[config.mk]
export PLATFORM = sky130hd
export DESIGN_NAME = am_lock_rx_flat
export DESIGN_NICKNAME = d
export VERILOG_FILES = /design/src/rtl/am_pkg.sv /design/src/rtl/am_lock_rx_if.sv /design/src/rtl/am_match.sv /design/src/rtl/am_lock_rx.sv /design/src/flat_wrapper.sv
export SDC_FILE = /design/constraint.sdc
export NUM_CORES = 1
export LEC_CHECK = 0
export BUFFER_PORTS_ARGS = -buffer_cell sky130_fd_sc_hd__buf_2
export CELL_PAD_IN_SITES_DETAIL_PLACEMENT = 2
export CELL_PAD_IN_SITES_GLOBAL_PLACEMENT = 2
export CORE_ASPECT_RATIO = 1.1
export CORE_MARGIN = 4
export CORE_UTILIZATION = 27
export CTS_BUF_LIST = sky130_fd_sc_hd__clkbuf_8
export DETAILED_ROUTE_END_ITERATION = 6
export GPL_TIMING_DRIVEN = 0
export HOLD_SLACK_MARGIN = 0.12
export PLACE_DENSITY_LB_ADDON = 0.1
export SLEW_MARGIN = 10
export SYNTH_ARGS = -nofsm -noshare
export SYNTH_HDL_FRONTEND = slang
export SYNTH_HIERARCHICAL = 1
export SYNTH_SLANG_ARGS = --single-unit
[constraint.sdc]
create_clock -name clk -period 2.8 [get_ports clk]
set_input_delay 0.42 -clock clk [delete_from_list [all_inputs] [get_ports clk]]
set_output_delay 0.42 -clock clk [all_outputs]
set_load 0.005 [all_outputs]
[src/rtl/am_pkg.sv]
// Alignment-marker constants and types shared by the 40GBASE-R marker
// inserter (TX) and marker lock (RX).
package am_pkg;

    localparam int unsigned AM_CNT_W = 14;
    localparam int unsigned AM_LANES = 4;

    localparam logic [1:0] SYNC_CTRL = 2'b10;
    localparam logic [1:0] SYNC_DATA = 2'b01;

    typedef logic [1:0] lane_id_t;

    // Marker bytes packed so that m0 lands in byte 0 of the block payload.
    typedef struct packed {
        logic [7:0] m2;
        logic [7:0] m1;
        logic [7:0] m0;
    } am_marker_t;

    typedef enum logic [1:0] {
        ST_FIND      = 2'd0,
        ST_COUNT_2ND = 2'd1,
        ST_LOCKED    = 2'd2
    } am_state_t;

    function automatic am_marker_t am_marker(input lane_id_t lane);
        am_marker_t m;
        case (lane)
            2'd0:    m = '{m2: 8'h47, m1: 8'h76, m0: 8'h90};
            2'd1:    m = '{m2: 8'hE6, m1: 8'hC4, m0: 8'hF0};
            2'd2:    m = '{m2: 8'h9B, m1: 8'h65, m0: 8'hC5};
            default: m = '{m2: 8'h3D, m1: 8'h79, m0: 8'hA2};
        endcase
        return m;
    endfunction

endpackage

[src/rtl/am_lock_rx_if.sv]
// Block stream into and out of the marker lock, plus lock status.
interface am_lock_rx_if #(
    parameter int unsigned LANE_N = 4,
    parameter int unsigned HEAD_W = 2,
    parameter int unsigned DATA_W = 64
);
    localparam int unsigned LANE_W = (LANE_N > 1) ? $clog2(LANE_N) : 1;

    logic              valid_i;
    logic [HEAD_W-1:0] head_i;
    logic [DATA_W-1:0] data_i;
    logic              valid_o;
    logic [HEAD_W-1:0] head_o;
    logic [DATA_W-1:0] data_o;
    logic              lock_o;
    logic [LANE_W-1:0] lane_o;
    logic              marker_v_o;

    modport master (
        output valid_i, head_i, data_i,
        input  valid_o, head_o, data_o, lock_o, lane_o, marker_v_o
    );

    modport slave (
        input  valid_i, head_i, data_i,
        output valid_o, head_o, data_o, lock_o, lane_o, marker_v_o
    );
endinterface

[src/rtl/am_match.sv]
// Combinational alignment-marker detector: reports a hit and which lane's
// marker the block carries. BIP bytes 3 and 7 are not examined.
module am_match
    import am_pkg::*;
#(
    parameter int unsigned HEAD_W = 2,
    parameter int unsigned DATA_W = 64,
    parameter int unsigned LANE_N = 4
) (
    input  logic [HEAD_W-1:0] i_head,
    input  logic [DATA_W-1:0] i_data,
    output logic              o_hit,
    output lane_id_t          o_hit_lane
);

    logic w_ctrl;
    assign w_ctrl = (i_head == HEAD_W'(SYNC_CTRL));

    always_comb begin
        o_hit      = 1'b0;
        o_hit_lane = '0;
        for (int l = 0; l < int'(LANE_N); l++) begin
            if (w_ctrl &&
                i_data[23:0]  ==  am_marker(lane_id_t'(l)) &&
                i_data[55:32] == ~am_marker(lane_id_t'(l))) begin
                o_hit      = 1'b1;
                o_hit_lane = lane_id_t'(l);
            end
        end
    end

endmodule

[src/rtl/am_lock_rx.sv]
// Receive alignment-marker lock for one PCS lane: finds the periodic marker,
// identifies its lane, locks after two in-period markers, drops on INV_MAX bad ones.
module am_lock_rx
    import am_pkg::*;
#(
    parameter int unsigned LANE_N  = 4,
    parameter int unsigned HEAD_W  = 2,
    parameter int unsigned DATA_W  = 64,
    parameter int unsigned AM_GAP  = 16383,
    parameter int unsigned INV_MAX = 4
) (
    input  logic          clk,
    input  logic          reset,
    am_lock_rx_if.slave   bus
);

    localparam int unsigned LANE_W = (LANE_N > 1) ? $clog2(LANE_N) : 1;
    localparam int unsigned INV_W  = $clog2(INV_MAX + 1);

    am_state_t            r_state, w_state_nxt;
    logic [AM_CNT_W-1:0]  r_cnt, w_cnt_nxt;
    lane_id_t             r_cur_lane, w_cur_lane_nxt;
    logic [INV_W-1:0]     r_inv_cnt, w_inv_cnt_nxt;
    logic                 r_lock, w_lock_nxt;
    logic [LANE_W-1:0]    r_lane, w_lane_nxt;
    logic                 r_marker_v, w_marker_v_nxt;
    logic                 r_valid;
    logic [HEAD_W-1:0]    r_head;
    logic [DATA_W-1:0]    r_data;

    logic                 w_hit;
    lane_id_t             w_hit_lane;
    logic                 w_slot;
    logic                 w_good;

    am_match #(.HEAD_W(HEAD_W), .DATA_W(DATA_W), .LANE_N(LANE_N)) u_match (
        .i_head     (bus.head_i),
        .i_data     (bus.data_i),
        .o_hit      (w_hit),
        .o_hit_lane (w_hit_lane)
    );

    assign w_slot = (r_cnt == AM_CNT_W'(AM_GAP));
    assign w_good = w_hit && (w_hit_lane == r_cur_lane);

    always_ff @(posedge clk) begin
        if (reset) r_state <= ST_FIND;
        else       r_state <= w_state_nxt;
    end

    // Next state; every register holds while valid_i is low.
    always_comb begin
        w_state_nxt    = r_state;
        w_cnt_nxt      = r_cnt;
        w_cur_lane_nxt = r_cur_lane;
        w_inv_cnt_nxt  = r_inv_cnt;
        w_lock_nxt     = r_lock;
        w_lane_nxt     = r_lane;
        w_marker_v_nxt = r_marker_v;
        if (bus.valid_i) begin
            w_cnt_nxt      = w_slot ? '0 : r_cnt + AM_CNT_W'(1);
            w_marker_v_nxt = 1'b0;
            case (r_state)
                ST_FIND: begin
                    if (w_hit) begin
                        w_cur_lane_nxt = w_hit_lane;
                        w_cnt_nxt      = '0;
                        w_inv_cnt_nxt  = '0;
                        w_state_nxt    = ST_COUNT_2ND;
                    end
                end
                ST_COUNT_2ND: begin
                    if (w_slot) w_state_nxt = w_good ? ST_LOCKED : ST_FIND;
                end
                ST_LOCKED: begin
                    if (w_slot) begin
                        w_marker_v_nxt = 1'b1;
                        if (w_good) begin
                            w_inv_cnt_nxt = '0;
                        end else if (r_inv_cnt == INV_W'(INV_MAX - 1)) begin
                            w_inv_cnt_nxt = '0;
                            w_state_nxt   = ST_FIND;
                        end else begin
                            w_inv_cnt_nxt = r_inv_cnt + INV_W'(1);
                        end
                    end
                end
                default: w_state_nxt = ST_FIND;
            endcase
            w_lock_nxt = (w_state_nxt == ST_LOCKED);
            w_lane_nxt = w_lock_nxt ? LANE_W'(r_cur_lane) : '0;
        end
    end

    always_ff @(posedge clk) begin
        if (reset) begin
            r_cnt      <= '0;
            r_cur_lane <= '0;
            r_inv_cnt  <= '0;
            r_lock     <= 1'b0;
            r_lane     <= '0;
            r_marker_v <= 1'b0;
            r_valid    <= 1'b0;
            r_head     <= '0;
            r_data     <= '0;
        end else begin
            r_cnt      <= w_cnt_nxt;
            r_cur_lane <= w_cur_lane_nxt;
            r_inv_cnt  <= w_inv_cnt_nxt;
            r_lock     <= w_lock_nxt;
            r_lane     <= w_lane_nxt;
            r_marker_v <= w_marker_v_nxt;
            r_valid    <= bus.valid_i;
            if (bus.valid_i) begin
                r_head <= bus.head_i;
                r_data <= bus.data_i;
            end
        end
    end

    assign bus.valid_o    = r_valid;
    assign bus.head_o     = r_head;
    assign bus.data_o     = r_data;
    assign bus.lock_o     = r_lock;
    assign bus.lane_o     = r_lane;
    assign bus.marker_v_o = r_marker_v;

endmodule

[src/flat_wrapper.sv]
// flat-port wrapper written by rule: the top's interface ports become plain ports
module am_lock_rx_flat import am_pkg::*;
#(
    parameter int unsigned LANE_N  = 4,
    parameter int unsigned HEAD_W  = 2,
    parameter int unsigned DATA_W  = 64,
    parameter int unsigned AM_GAP  = 16383,
    parameter int unsigned INV_MAX = 4
)
  (clk, reset, bus_valid_i, bus_head_i, bus_data_i, bus_valid_o, bus_head_o, bus_data_o, bus_lock_o, bus_lane_o, bus_marker_v_o);
  am_lock_rx_if #(.LANE_N(LANE_N), .HEAD_W(HEAD_W), .DATA_W(DATA_W)) bus_i ();
  input  logic clk;
  input  logic reset;
  input wire logic [$bits(bus_i.valid_i)-1:0] bus_valid_i;
  input wire logic [$bits(bus_i.head_i)-1:0] bus_head_i;
  input wire logic [$bits(bus_i.data_i)-1:0] bus_data_i;
  output wire logic [$bits(bus_i.valid_o)-1:0] bus_valid_o;
  output wire logic [$bits(bus_i.head_o)-1:0] bus_head_o;
  output wire logic [$bits(bus_i.data_o)-1:0] bus_data_o;
  output wire logic [$bits(bus_i.lock_o)-1:0] bus_lock_o;
  output wire logic [$bits(bus_i.lane_o)-1:0] bus_lane_o;
  output wire logic [$bits(bus_i.marker_v_o)-1:0] bus_marker_v_o;
  assign bus_i.valid_i = bus_valid_i;
  assign bus_i.head_i = bus_head_i;
  assign bus_i.data_i = bus_data_i;
  assign bus_valid_o = bus_i.valid_o;
  assign bus_head_o = bus_i.head_o;
  assign bus_data_o = bus_i.data_o;
  assign bus_lock_o = bus_i.lock_o;
  assign bus_lane_o = bus_i.lane_o;
  assign bus_marker_v_o = bus_i.marker_v_o;
  am_lock_rx #(.LANE_N(LANE_N), .HEAD_W(HEAD_W), .DATA_W(DATA_W), .AM_GAP(AM_GAP), .INV_MAX(INV_MAX)) u_core (.clk(clk), .reset(reset), .bus(bus_i));
endmodule
==> results of run 1 <==
## through the flow
stage                     instance area (sq um)  setup TNS [ns]  hold slack [ns]  worst slack, ns  instances
after CTS                                  5200               0            0.252          0.00422        752
after detailed placement                   4920           -8.14            0.434           -0.642        736
after floorplan                            3980               0            0.407            0.108        405
final                                      5250               0            0.268            0.107        754
after global placement                     4920           -7.85            0.415           -0.633        736
after global routing                       5250               0            0.261           0.0159        754
## Yosys cell counts (all sizes together), types with 3 or more instances
cell and count:
nor3 4, or4 3, nor4b 3, nor4 9
dfxtp 92, nand3 8, nor4bb 5, o31ai 4
or4b 3, mux2i 68, and4bb 5, xnor2 6
nor3b 3, nand3b 4, nor2 85, xor2 6
and3 3, clkbuf 9, or3 3, nand2 21
nand4 12, buf 12, a21oi 9
## tightest hold or removal path, stage by stage
cell and delay (ns):
buf_2 0.07, mux2i_1 0.05, nor2_1 0.07
## cell type report
type	count	area (sq um)
Multi-Input combinational cell	290	2080
Buffer	21	96.3
Tap cell	192	240
Clock buffer	10	138
Timing Repair Buffer	141	711
Clock inverter	6	135
Fill cell	1656	9140
Sequential cell	92	1840
Inverter	2	7.51
## worst paths after layout
kind	startpoint	end	slack (ns)	depth (start not counted)
worst max-delay path	bus_data_i[0]	u_core/r_cnt[6]	0.11	11
worst min-delay path	bus_data_i[56]	u_core/bus.data_o[56]	0.27	3
worst max register to register	u_core/r_cnt[0]	u_core/bus.lock_o	0.70	5
worst min register to register	u_core/r_inv_cnt[2]	u_core/r_inv_cnt[2]	0.44	2
## routing by layer
layer  up-vias  GRT usage, %  share of wire, %  routed length (um)
met5         -             0              0.14                  20
met4         4          5.11               1.2                 173
met3        18          4.82               4.8                 681
met2        73          31.0                52                7330
met1      1772          21.0                42                5980
li1       1725             -                 -                   -
## flip-flops by register name, indices dropped and copies added (netlist names)
register,flops
u_core/bus.valid_o,1
u_core/r_state,2
u_core/bus.marker_v_o,1
u_core/r_cnt,14
u_core/bus.head_o,2
u_core/bus.lane_o,2
u_core/r_inv_cnt,3
u_core/bus.data_o,64
u_core/r_cur_lane,2
u_core/bus.lock_o,1
## power by group
group / total [mW] / switching (mW) / internal (mW) / leakage, nW
clock network: 1.23 / 0.519 / 0.708 / 0.129
logic: 0.342 / 0.186 / 0.156 / 1.56
registers: 1.40 / 0.0323 / 1.37 / 0.756
## what timing repair did
item	in CTS	in global routing
pin swaps	0	2
buffers inserted	0	2
resized for setup	2	6
hold buffers	0	0
gates cloned	0	0
setup endpoints to repair	7	13
## logic make-up after synthesis
group	synth area share [%]
and+or+nand+nor	26.0
adders and majority gates	0.633
buffers and inverters	2.47
xor gates and xnor gates	2.66
AOI/OAI and AO/OA	4.43
muxes	17.2
DFF	46.6
==> impl_metrics.env, run 1 <==
export IMPL_drc=0
export IMPL_cts_tree="built"
export IMPL_antennaDiodeCount=0
export IMPL_final_util_pct=36.5
export IMPL_fp_dieW_um=123
export IMPL_arrival_ns=2.95
export IMPL_slowest_stage="or4_4"
export IMPL_overflow=0
export IMPL_grt_usage_pct=17.7
export IMPL_layout_drive_gt1_share_pct=34.7
export IMPL_grt_pass1_vias=4069
export IMPL_core_area_sq_um=14400
export IMPL_area_growth_synth_to_final_pct=32.8
export IMPL_finalHoldViolCount=0
export IMPL_ys_types=49
export IMPL_cpPeakStageDelay_ns=0.47
export IMPL_rsz0062_at_grt="no"
export IMPL_synthCells=405
export IMPL_synthTopCellsByArea="dfxtp_1 47%, mux2i_1 17%, nor2_1 8.1%"
export IMPL_wirelength_um=14200
export IMPL_final_cell_mix="147 x buf_2, 92 x dfxtp_1, 85 x nor2_1"
export IMPL_crit_fanout=10
export IMPL_ant_nets=0
export IMPL_numCtsBuffers=9
export IMPL_vias=3592
export IMPL_antenna_found_initial=2
export IMPL_grt_pass1_wl_um=22600
export IMPL_path_cells="buf_2 -> nand4b_1 -> or3_4 -> or4_4 -> nor4_4 -> or3_4 -> or3b_2 -> o41ai_1 -> a21o_1 -> buf_6 -> a21oi_1"
export IMPL_fmax_mhz=371
export IMPL_synth_top_area_share_pct=46.6
export IMPL_path_class="in -> reg"
export IMPL_dr_pass1_iters=4
export IMPL_ir_drop_v=0.000182
export IMPL_dp_hpwl_um=11100
export IMPL_ys_async_sr_fraction_pct=0
export IMPL_clock_sinks=92
export IMPL_cts_root_buffer="clkbuf_8"
export IMPL_final_min_period_over_clock_period_pct=96.2
export IMPL_avgRoutedWirePerCell_um=18.8
export IMPL_num_nets_final=628
export IMPL_start_kind="input port"
export IMPL_synth_flop_cell="dfxtp_1"
export IMPL_skew_ns=0.00787
export IMPL_synth_avg_cell_area_sq_um=9.77
export IMPL_end_kind="flop"
export IMPL_syn_nets=476
export IMPL_ys_ff_latch=92
export IMPL_setup_viol=0
export IMPL_cpMostUsedCell="or3_4"
export IMPL_power_mw=2.97
export IMPL_io_pins=140
export IMPL_worstSkewPairLatency_ns=0.38
export IMPL_cp_top_family="simple AND/OR/NAND/NOR gates"
export IMPL_tightest_slew_ns=0.681
export IMPL_min_path_type="in -> reg"
export IMPL_seq_area_frac_synth_pct=46.6
export IMPL_status="finished clean"
export IMPL_clock_path_buffers=2
export IMPL_die_area_sq_um=16700
export IMPL_layout_min_cycle_time_ns=2.69
export IMPL_clkTransAtPathRegs_ns=0.10
export IMPL_p_leak_nw=2.44
export IMPL_worstPathRequired_ns=3.06
export IMPL_viasPerCell=4.76
export IMPL_slew_violations=0
export IMPL_placementRows=46
export IMPL_crit_buf_inv=2
export IMPL_mostFrequentLayoutCell="buf_2"
export IMPL_synth_edff_count=0
export IMPL_drt_iter0_drc=96
export IMPL_die_h_um=135
export IMPL_slew_headroom_pct=54.2
export IMPL_netlist_top_cell_by_area="dfxtp_1"
export IMPL_maxCapViolations=0
export IMPL_htree_levels=3
export IMPL_power_density_nw_per_um2=565
export IMPL_synth_area_sq_um=3960
export IMPL_initial_core_util_pct=27.5
export IMPL_grt_max_degree=16
export IMPL_yosys_warnings=6
export IMPL_gp_congestion=0.737
export IMPL_port_buffers=139
No activity file was read; power rests on OpenSTA's default activity.
==> inputs of run 2 (changes only) <==
--- a/config.mk
+++ b/config.mk
@@ -16,6 +16,7 @@
 export GPL_TIMING_DRIVEN = 0
 export HOLD_SLACK_MARGIN = 0.12
 export PLACE_DENSITY_LB_ADDON = 0.1
+export RECOVER_POWER = 100
 export SLEW_MARGIN = 10
 export SYNTH_ARGS = -nofsm -noshare
 export SYNTH_HDL_FRONTEND = slang
==> run 2 against run 1 <==
Against the previous run:
- clock skew fell by 0.00088 ns
- maximum frequency barely moved
- power fell by 0.25%
==> impl_metrics.env, run 2 (synthesized netlist as in run 1, its figures left out) <==
export IMPL_end_kind="flop"
export IMPL_path_cells="buf_2 -> nand4b_1 -> or3_4 -> or4_4 -> nor4_4 -> or3_4 -> or3b_2 -> o41ai_1 -> a21o_1 -> buf_6 -> a21oi_1"
export IMPL_grt_pass1_vias=4069
export IMPL_cp_top_family="simple AND/OR/NAND/NOR gates"
export IMPL_final_min_period_over_clock_period_pct=96.1
export IMPL_finalHoldViolCount=0
export IMPL_area_growth_synth_to_final_pct=30.3
export IMPL_die_h_um=135
export IMPL_arrival_ns=2.95
export IMPL_layout_min_cycle_time_ns=2.69
export IMPL_fmax_mhz=372
export IMPL_drc=0
export IMPL_mostFrequentLayoutCell="dfxtp_1"
export IMPL_hold_buffers=0
export IMPL_power_density_nw_per_um2=575
export IMPL_worstPathRequired_ns=3.06
export IMPL_initial_core_util_pct=27.5
export IMPL_crit_buf_inv=2
export IMPL_core_area_sq_um=14400
export IMPL_final_util_pct=35.8
export IMPL_overflow=0
export IMPL_antennaDiodeCount=0
export IMPL_fillers=1686
export IMPL_tightest_slew_ns=0.922
export IMPL_cts_root_buffer="clkbuf_8"
export IMPL_grt_usage_pct=17.7
export IMPL_status="finished clean"
export IMPL_die_area_sq_um=16700
export IMPL_skew_ns=0.00700
export IMPL_gp_congestion=0.737
export IMPL_drt_iter0_drc=85
export IMPL_setup_viol=0
export IMPL_ant_nets=0
export IMPL_design_area_sq_um=5150
export IMPL_fp_dieW_um=123
export IMPL_slowest_stage="or4_4"
export IMPL_grt_pass1_wl_um=22600
export IMPL_slew_headroom_pct=38.6
export IMPL_ir_drop_v=0.000182
export IMPL_cpPeakStageDelay_ns=0.47
export IMPL_tns_ns=0
export IMPL_htree_levels=3
export IMPL_avgRoutedWirePerCell_um=18.8
export IMPL_maxCapViolations=0
export IMPL_clock_path_buffers=2
export IMPL_power_mw=2.96
export IMPL_crit_fanout=10
export IMPL_antenna_found_initial=2
export IMPL_cpMostUsedCell="or3_4"
export IMPL_clkTransAtPathRegs_ns=0.10
export IMPL_io_pins=140
export IMPL_numCtsBuffers=9
export IMPL_worstSkewPairLatency_ns=0.38
export IMPL_dpl_cell_area_sq_um=4920
export IMPL_slew_violations=0
export IMPL_dr_pass1_iters=4
export IMPL_largest_reg_flops=64
export IMPL_wirelength_um=14200
export IMPL_viasPerCell=4.76
export IMPL_grt_max_degree=16
export IMPL_final_cell_mix="92 x dfxtp_1, 85 x nor2_1, 81 x buf_2"
export IMPL_dp_hpwl_um=11100
export IMPL_start_kind="input port"
export IMPL_path_class="in -> reg"
export IMPL_num_nets_final=628
export IMPL_vias=3590
export IMPL_rsz0062_at_grt="no"
export IMPL_cts_tree="built"
export IMPL_layout_drive_gt1_share_pct=22.8
export IMPL_clock_sinks=92
export IMPL_port_buffers=139
export IMPL_placementRows=46
export IMPL_p_leak_nw=2.18
export IMPL_min_path_type="in -> reg"
==> run 2: per-layer routing <==
metal | track usage (%) | vias to the layer above | wire (um)
met4 | 5.11 | 4 | 173
met5 | 0 | - | 20
met2 | 31.0 | 76 | 7330
met1 | 21.0 | 1767 | 5960
li1 | - | 1725 | -
met3 | 4.82 | 18 | 678
==> run 2: power breakdown <==
part | internal (mW) | switching, mW | total (mW)
Combinational | 0.143 | 0.185 | 0.328
Clock | 0.708 | 0.524 | 1.23
Sequential | 1.37 | 0.0336 | 1.40
==> run 2: cell type report <==
| cell class | instances | area (sq um) | share of cell area (%) |
|---|---|---|---|
| Inverter | 2 | 7.51 | 0.146 |
| Sequential cell | 92 | 1840 | 35.7 |
| Timing Repair Buffer | 141 | 634 | 12.3 |
| Tap cell | 192 | 240 | 4.66 |
| Buffer | 21 | 87.6 | 1.70 |
| Clock buffer | 10 | 138 | 2.67 |
| Clock inverter | 6 | 135 | 2.62 |
| Multi-Input combinational cell | 290 | 2070 | 40.2 |
==> run 2: worst paths after layout <==
| kind | start | end | slack [ns] | cells past startpoint |
|---|---|---|---|---|
| worst max-delay path | bus_data_i[0] | u_core/r_cnt[6] | 0.11 | 11 |
| worst min-delay path | bus_data_i[56] | u_core/bus.data_o[56] | 0.27 | 3 |
| worst max register to register | u_core/r_cnt[0] | u_core/bus.lock_o | 0.55 | 5 |
| worst min register to register | u_core/r_inv_cnt[2] | u_core/r_inv_cnt[2] | 0.44 | 2 |
==> run 2: stage by stage <==
| step | setup slack (ns) | hold slack (ns) | instances |
|---|---|---|---|
| after floorplan | 0.108 | 0.407 | 405 |
| after global placement | -0.633 | 0.415 | 736 |
| after detailed placement | -0.642 | 0.434 | 736 |
| after CTS | 0.00422 | 0.252 | 752 |
| after global routing | 0.00837 | 0.261 | 754 |
| final | 0.109 | 0.266 | 754 |
==> run 2: worst reg2reg max path, cell delays in order (launching register included) <==
cell and delay [ns]:
dfxtp_1 0.42, ha_1 0.25, nand4_1 0.31, or4_4 0.67, o31ai_4 0.34, a311oi_1 0.13
==> run 2: what timing repair did <==
action                                  CTS  global route
resized for setup                         2             6
pin swaps                                 0             2
endpoints found under the setup margin    7            13
setup buffers                             0             2
